**config.mk**
```make
export PLATFORM = sky130hd
export DESIGN_NAME = pass_monitor_flat
export DESIGN_NICKNAME = d
export VERILOG_FILES = /design/src/rtl/pass_monitor_if.sv /design/src/rtl/pass_monitor.sv /design/src/flat_wrapper.sv
export SDC_FILE = /design/constraint.sdc
export NUM_CORES = 1
export LEC_CHECK = 0
export ABC_AREA = 0
export CAP_MARGIN = 20
export CORE_UTILIZATION = 30
export DETAILED_ROUTE_END_ITERATION = 10
export PLACE_DENSITY = 0.59
export SETUP_SLACK_MARGIN = 0.1
export SLEW_MARGIN = 10
export SYNTH_ARGS = -nofsm -noshare
export SYNTH_HDL_FRONTEND = slang
export SYNTH_SLANG_ARGS = --single-unit
```
**constraint.sdc**
```tcl
create_clock -name clk -period 2 [get_ports clk]
set_input_delay 0.6 -clock clk [delete_from_list [all_inputs] [get_ports clk]]
set_output_delay 0.6 -clock clk [all_outputs]
set_load 0.02 [all_outputs]
```
**src/rtl/pass_monitor_if.sv**
```systemverilog
// pass_monitor_if: run-control and result bundle between a test controller and pass_monitor
interface pass_monitor_if #(
    parameter int NCHK = 4
);
    logic            start;
    logic            stop;
    logic [NCHK-1:0] pass_in;
    logic            done;
    logic            pass;
    logic            short_run;
    logic [NCHK-1:0] fail_mask;
    logic [7:0]      edge_count;

    modport master (
        output start, stop, pass_in,
        input  done, pass, short_run, fail_mask, edge_count
    );

    modport slave (
        input  start, stop, pass_in,
        output done, pass, short_run, fail_mask, edge_count
    );
endinterface

```
**src/rtl/pass_monitor.sv**
```systemverilog
// pass_monitor: times a run of the monitored instances and folds their pass flags into a registered verdict (optional PASS_MONITOR_DISPLAY_EN prints it)
module pass_monitor #(
    parameter int          NCHK      = 4,
    parameter int unsigned MIN_EDGES = 8
) (
    input  logic          clk,
    input  logic          rst,
    pass_monitor_if.slave bus
);
    typedef enum logic [1:0] {IDLE, RUN, DONE} state_t;

    state_t          state_q, state_d;
    logic            done_q, done_d;
    logic            pass_q, pass_d;
    logic            short_run_q, short_run_d;
    logic [NCHK-1:0] fail_mask_q, fail_mask_d;
    logic [7:0]      edge_count_q, edge_count_d;
    logic [NCHK-1:0] fail_now;
    logic [NCHK-1:0] fail_mask_run;
    logic [7:0]      edge_count_run;
    logic            short_run_run;
    logic            restart;

    // Anything other than a solid 1 on a pass flag (0, X or Z) counts as a failure
    always_comb begin
        fail_now = '0;
        for (int i = 0; i < NCHK; i++) fail_now[i] = (bus.pass_in[i] !== 1'b1);
    end

    // Totals as they stand once the current RUN cycle is included
    always_comb begin
        edge_count_run = (edge_count_q == 8'hFF) ? edge_count_q : edge_count_q + 8'd1;
        fail_mask_run  = fail_mask_q | fail_now;
        short_run_run  = 32'(edge_count_run) < MIN_EDGES;
        restart        = (state_q != RUN) && bus.start;
    end

    // State register
    always_ff @(posedge clk) begin
        if (rst) state_q <= IDLE;
        else     state_q <= state_d;
    end

    // Next state: start opens a run from IDLE or DONE, stop closes it
    always_comb begin
        state_d = state_q;
        unique case (state_q)
            IDLE:    state_d = bus.start ? RUN : IDLE;
            RUN:     state_d = bus.stop  ? DONE : RUN;
            DONE:    state_d = bus.start ? RUN : DONE;
            default: state_d = IDLE;
        endcase
    end

    // Result updates: clear on a new run, accumulate in RUN, latch the verdict on stop
    always_comb begin
        done_d       = done_q;
        pass_d       = pass_q;
        short_run_d  = short_run_q;
        fail_mask_d  = fail_mask_q;
        edge_count_d = edge_count_q;
        if (restart) begin
            done_d       = 1'b0;
            pass_d       = 1'b0;
            short_run_d  = 1'b0;
            fail_mask_d  = '0;
            edge_count_d = '0;
        end else if (state_q == RUN) begin
            fail_mask_d  = fail_mask_run;
            edge_count_d = edge_count_run;
            if (bus.stop) begin
                done_d      = 1'b1;
                short_run_d = short_run_run;
                pass_d      = (fail_mask_run == '0) && !short_run_run;
            end
        end
    end

    // Result registers
    always_ff @(posedge clk) begin
        if (rst) begin
            done_q       <= 1'b0;
            pass_q       <= 1'b0;
            short_run_q  <= 1'b0;
            fail_mask_q  <= '0;
            edge_count_q <= '0;
        end else begin
            done_q       <= done_d;
            pass_q       <= pass_d;
            short_run_q  <= short_run_d;
            fail_mask_q  <= fail_mask_d;
            edge_count_q <= edge_count_d;
        end
    end

    assign bus.done       = done_q;
    assign bus.pass       = pass_q;
    assign bus.short_run  = short_run_q;
    assign bus.fail_mask  = fail_mask_q;
    assign bus.edge_count = edge_count_q;

`ifdef PASS_MONITOR_DISPLAY_EN
    // Announce the verdict on the edge that moves the run into DONE
    always @(posedge clk) begin
        if (!rst && state_q == RUN && bus.stop) begin
            if (pass_d) $display("%t: PASSED", $time);
            else        $display("%t: FAILED mask=%b count=%0d", $time, fail_mask_d, edge_count_d);
        end
    end
`else
`endif
endmodule

```
**src/flat_wrapper.sv**
```systemverilog
// flat-port wrapper written by rule: the top's interface ports become plain ports
module pass_monitor_flat 
#(
    parameter int          NCHK      = 4,
    parameter int unsigned MIN_EDGES = 8
)
  (clk, rst, bus_start, bus_stop, bus_pass_in, bus_done, bus_pass, bus_short_run, bus_fail_mask, bus_edge_count);
  pass_monitor_if #(.NCHK(NCHK)) bus_i ();
  input  logic clk;
  input  logic rst;
  input wire logic [$bits(bus_i.start)-1:0] bus_start;
  input wire logic [$bits(bus_i.stop)-1:0] bus_stop;
  input wire logic [$bits(bus_i.pass_in)-1:0] bus_pass_in;
  output wire logic [$bits(bus_i.done)-1:0] bus_done;
  output wire logic [$bits(bus_i.pass)-1:0] bus_pass;
  output wire logic [$bits(bus_i.short_run)-1:0] bus_short_run;
  output wire logic [$bits(bus_i.fail_mask)-1:0] bus_fail_mask;
  output wire logic [$bits(bus_i.edge_count)-1:0] bus_edge_count;
  assign bus_i.start = bus_start;
  assign bus_i.stop = bus_stop;
  assign bus_i.pass_in = bus_pass_in;
  assign bus_done = bus_i.done;
  assign bus_pass = bus_i.pass;
  assign bus_short_run = bus_i.short_run;
  assign bus_fail_mask = bus_i.fail_mask;
  assign bus_edge_count = bus_i.edge_count;
  pass_monitor #(.NCHK(NCHK), .MIN_EDGES(MIN_EDGES)) u_core (.clk(clk), .rst(rst), .bus(bus_i));
endmodule
```
==> results.cfg <==
[clock_tree]
clock-sinks = 17
cts.htree.levels = 1
cts-buffers-inserted = 3
insertion_delay_ps = 290
cts_tree = yes
cts_setup_buffers = 0
clockBufferDepth = 2
ctsRootBufferMaster = clkbuf_4
clkSlewWorstSetupHoldPaths_ps = 100

[timing]
fin_skew_ps = 3.48
fin_tns_setup_ps = 0
max_slew.worst_pin.slew_ps = 406
hold_viol = 0
drv_slew = 0
fmax_mhz = 545
period_minus_slack_ps = 1830
fin_crit_sh_pct = 91.7
grt_setup_unrepaired = false
relSlewSlack_pct = 72.9
setup_viol_count_final = 0

[routing]
wire_per_inst_um = 12.2
routed_via_density = 5.16
dr.pass1.iters = 4
first_iter_violations = 16
totalWireLength_mm = 1.90
ant_nets = 0
drc = 0
via_count = 805

[global_route]
overflow = 0
grt_pass1_wl_mm = 3.25
grt_pass1_vias = 759
track_usage_pct = 16.2
antenna_found_initial = 0
grt_max_degree = 10

[synth]
synth_top_area_share_pct = 42.7
yosysSeqAreaShare_pct = 42.7
synth_edf_count = 0
async_flop_share_pct = 0
yosysWarnings = 0
synth.distinct_cells = 35
synthTopCellsByArea = dfxtp_1, nor2_1, nand2_1, xor2_1, a21oi_1
synth_cells = 95
synth-seq-cells = 17
syn_avg_cell_area_um2 = 8.39
synth_top_area_cell = dfxtp_1
yosys_most_used_dff = dfxtp_1
syn-cell-area_um2 = 797
synth_fp_nets = 104

[setup_path]
crit_fanout = 2
crit_arrival_ps = 1230
worst-path-stages = 1
cp-end-kind = output port
path_cells = clkdlybuf4s50_1
cp.required_ps = 1400
crit_start = u_core.bus.short_run
cpMaxStageDelayCell = clkdlybuf4s50_1
start_kind = flop
r2r_start = u_core.bus.edge_count[0]
reg2reg_slack_ps = 220
critPathKind = reg2out
crit_family = buffers and inverters
rr_endpoint = u_core.bus.short_run
max_stage_delay_ps = 600
critical_path.endpoint = bus_short_run
rr_worst_depth = 5
critPathBufInv = 1

[floorplanning]
num_rows = 18
initial_core_util_pct = 31.9
core_area_um2 = 2500
die_w_um = 53.5
die_area_um2 = 2870
fp.dieH_um = 53.5
io_pins = 23

[place]
io_buffers = 22
dpl.hpwl_mm = 1.44
dpl.cell_count = 152
place.gp.congestion = 0.869
dpl_cell_area_um2 = 1100

[job]
maxCapViolations = 0

[final_layout]
finalNonFillerCells = 156
fin_area_um2 = 1130
antenna_cells = 0
area_delta_synth_final_pct = 42.2
layout.nets = 136
fill_cells = 253
drive_above_1_share_pct = 10.3

[pwr]
leakagePower_nw = 0.589
powerDensity_nw_per_um2 = 549
vdd_drop_max_mv = 0.402

[min_path]
hold_class = reg2reg

[run_status]
status = completed
## where the power goes
part           switching (mW)  internal, mW
clock                   0.111        0.0776
combinational          0.0411        0.0408
sequential            0.00608         0.346
total                   0.158         0.465
## flip-flops by register name, summed over array words and instances (netlist names)
name	count
u_core.state_q	2
u_core.bus.pass	1
u_core.bus.short_run	1
u_core.bus.fail_mask	4
u_core.bus.edge_count	8
u_core.bus.done	1
## through the flow
stage               utilization, %  hold slack [ps]  total power [mW]  worst slack (ps)
detailed placement            43.9              462             0.444              68.9
CTS                           44.6              491             0.631               109
finish                        45.3              482             0.623               165
global placement              43.9              455             0.444              90.7
global route                  45.3              521             0.654               112
floorplan                        -              459             0.400               198
## kinds of logic (layout without fill, tap and decap cells)
| family | Yosys count | in the layout | synth area share, % |
|---|---|---|---|
| fa+ha+maj | 1 | 1 | 1.57 |
| compound gates | 18 | 18 | 16.6 |
| simple gates | 49 | 49 | 30.9 |
| buf+inv | 5 | 36 | 2.51 |
| flops | 17 | 17 | 42.7 |
| xor+xnor | 4 | 4 | 4.40 |
| mux | 1 | 1 | 1.26 |
## cell type report
type	instances	area (um2)	share of cell area, %
Multi-Input combinational cell	73	437	38.5
Tap cell	30	37.5	3.31
Sequential cell	17	340	30.0
Clock buffer	4	26.3	2.32
Timing Repair Buffer	29	282	24.8
Inverter	3	11.3	0.993
## what timing repair did
item | in CTS | in global routing
endpoints found under the setup margin | 7 | 7
pin swaps | 0 | 0
resized for setup | 7 | 7
hold buffers | 0 | 0
## worst min-delay path by stage
| stage | startpoint | cells past startpoint | slack (ps) | endpoint |
|---|---|---|---|---|
| final | u_core.bus.pass | 2 | 480 | u_core.bus.pass |
| after global routing | u_core.bus.pass | 2 | 520 | u_core.bus.pass |
| after CTS | u_core.bus.done | 2 | 490 | u_core.bus.done |
| after detailed placement | u_core.bus.done | 2 | 460 | u_core.bus.done |
| after global placement | u_core.bus.done | 2 | 450 | u_core.bus.done |
| after floorplan | u_core.state_q[1] | 2 | 460 | u_core.state_q[1] |
## Yosys cell counts (2+ instances only)
master	n
o21ai_1	2
or4_1	2
o21ai_0	2
inv_1	3
dfxtp_1	17
nor4_1	2
nand2_1	7
nand3b_1	2
nor2_1	21
a21oi_1	5
nor3_1	2
and3_1	2
xor2_1	3
nand3_1	3
o211ai_1	2
## layout by cell type, fill, tap and decap left out
| cell type | Yosys | routed |
|---|---|---|
| nor2_1 | 21 | 21 |
| dfxtp_1 | 17 | 17 |
| clkdlybuf4s50_1 | 0 | 8 |
| nand2_1 | 7 | 7 |
| dlygate4sd2_1 | 0 | 7 |
| dlymetal6s2s_1 | 0 | 7 |
| buf_4 | 0 | 7 |
| a21oi_1 | 5 | 5 |
| nand3_1 | 3 | 3 |
| xor2_1 | 3 | 3 |
| inv_1 | 3 | 3 |
| clkbuf_4 | 0 | 3 |
| and3_1 | 2 | 2 |
| o211ai_1 | 2 | 2 |
| or4_1 | 2 | 2 |
| o21ai_1 | 2 | 2 |
| nor4_1 | 2 | 2 |
| o21ai_0 | 2 | 2 |
| nand3b_1 | 2 | 2 |
| nor3_1 | 2 | 2 |
| nand2b_1 | 1 | 1 |
| a21o_1 | 1 | 1 |
| nand3_2 | 1 | 1 |
| a2111oi_2 | 1 | 1 |
| xnor2_1 | 1 | 1 |
| nand4_1 | 1 | 1 |
| nor2b_1 | 1 | 1 |
| nor3b_1 | 1 | 1 |
| or3_1 | 1 | 1 |
| a211o_1 | 1 | 1 |
| a32o_1 | 1 | 1 |
| o31ai_2 | 1 | 1 |
| nand4b_1 | 1 | 1 |
| or4b_1 | 1 | 1 |
| o2bb2ai_1 | 1 | 1 |
| mux2i_1 | 1 | 1 |
| o211a_1 | 1 | 1 |
| ha_1 | 1 | 1 |
| clkbuf_1 | 1 | 1 |
## layer usage
layer	part of all wire, %	track usage, %	routed length, um	vias up
li1	-	-	-	402
met1	47	20.5	895	372
met2	45	23.5	853	25
met3	4.7	3.67	90	6
met4	3.1	12.3	59	0
met5	0	0	0	-
Note: power is estimated with default switching activity, not from simulation.
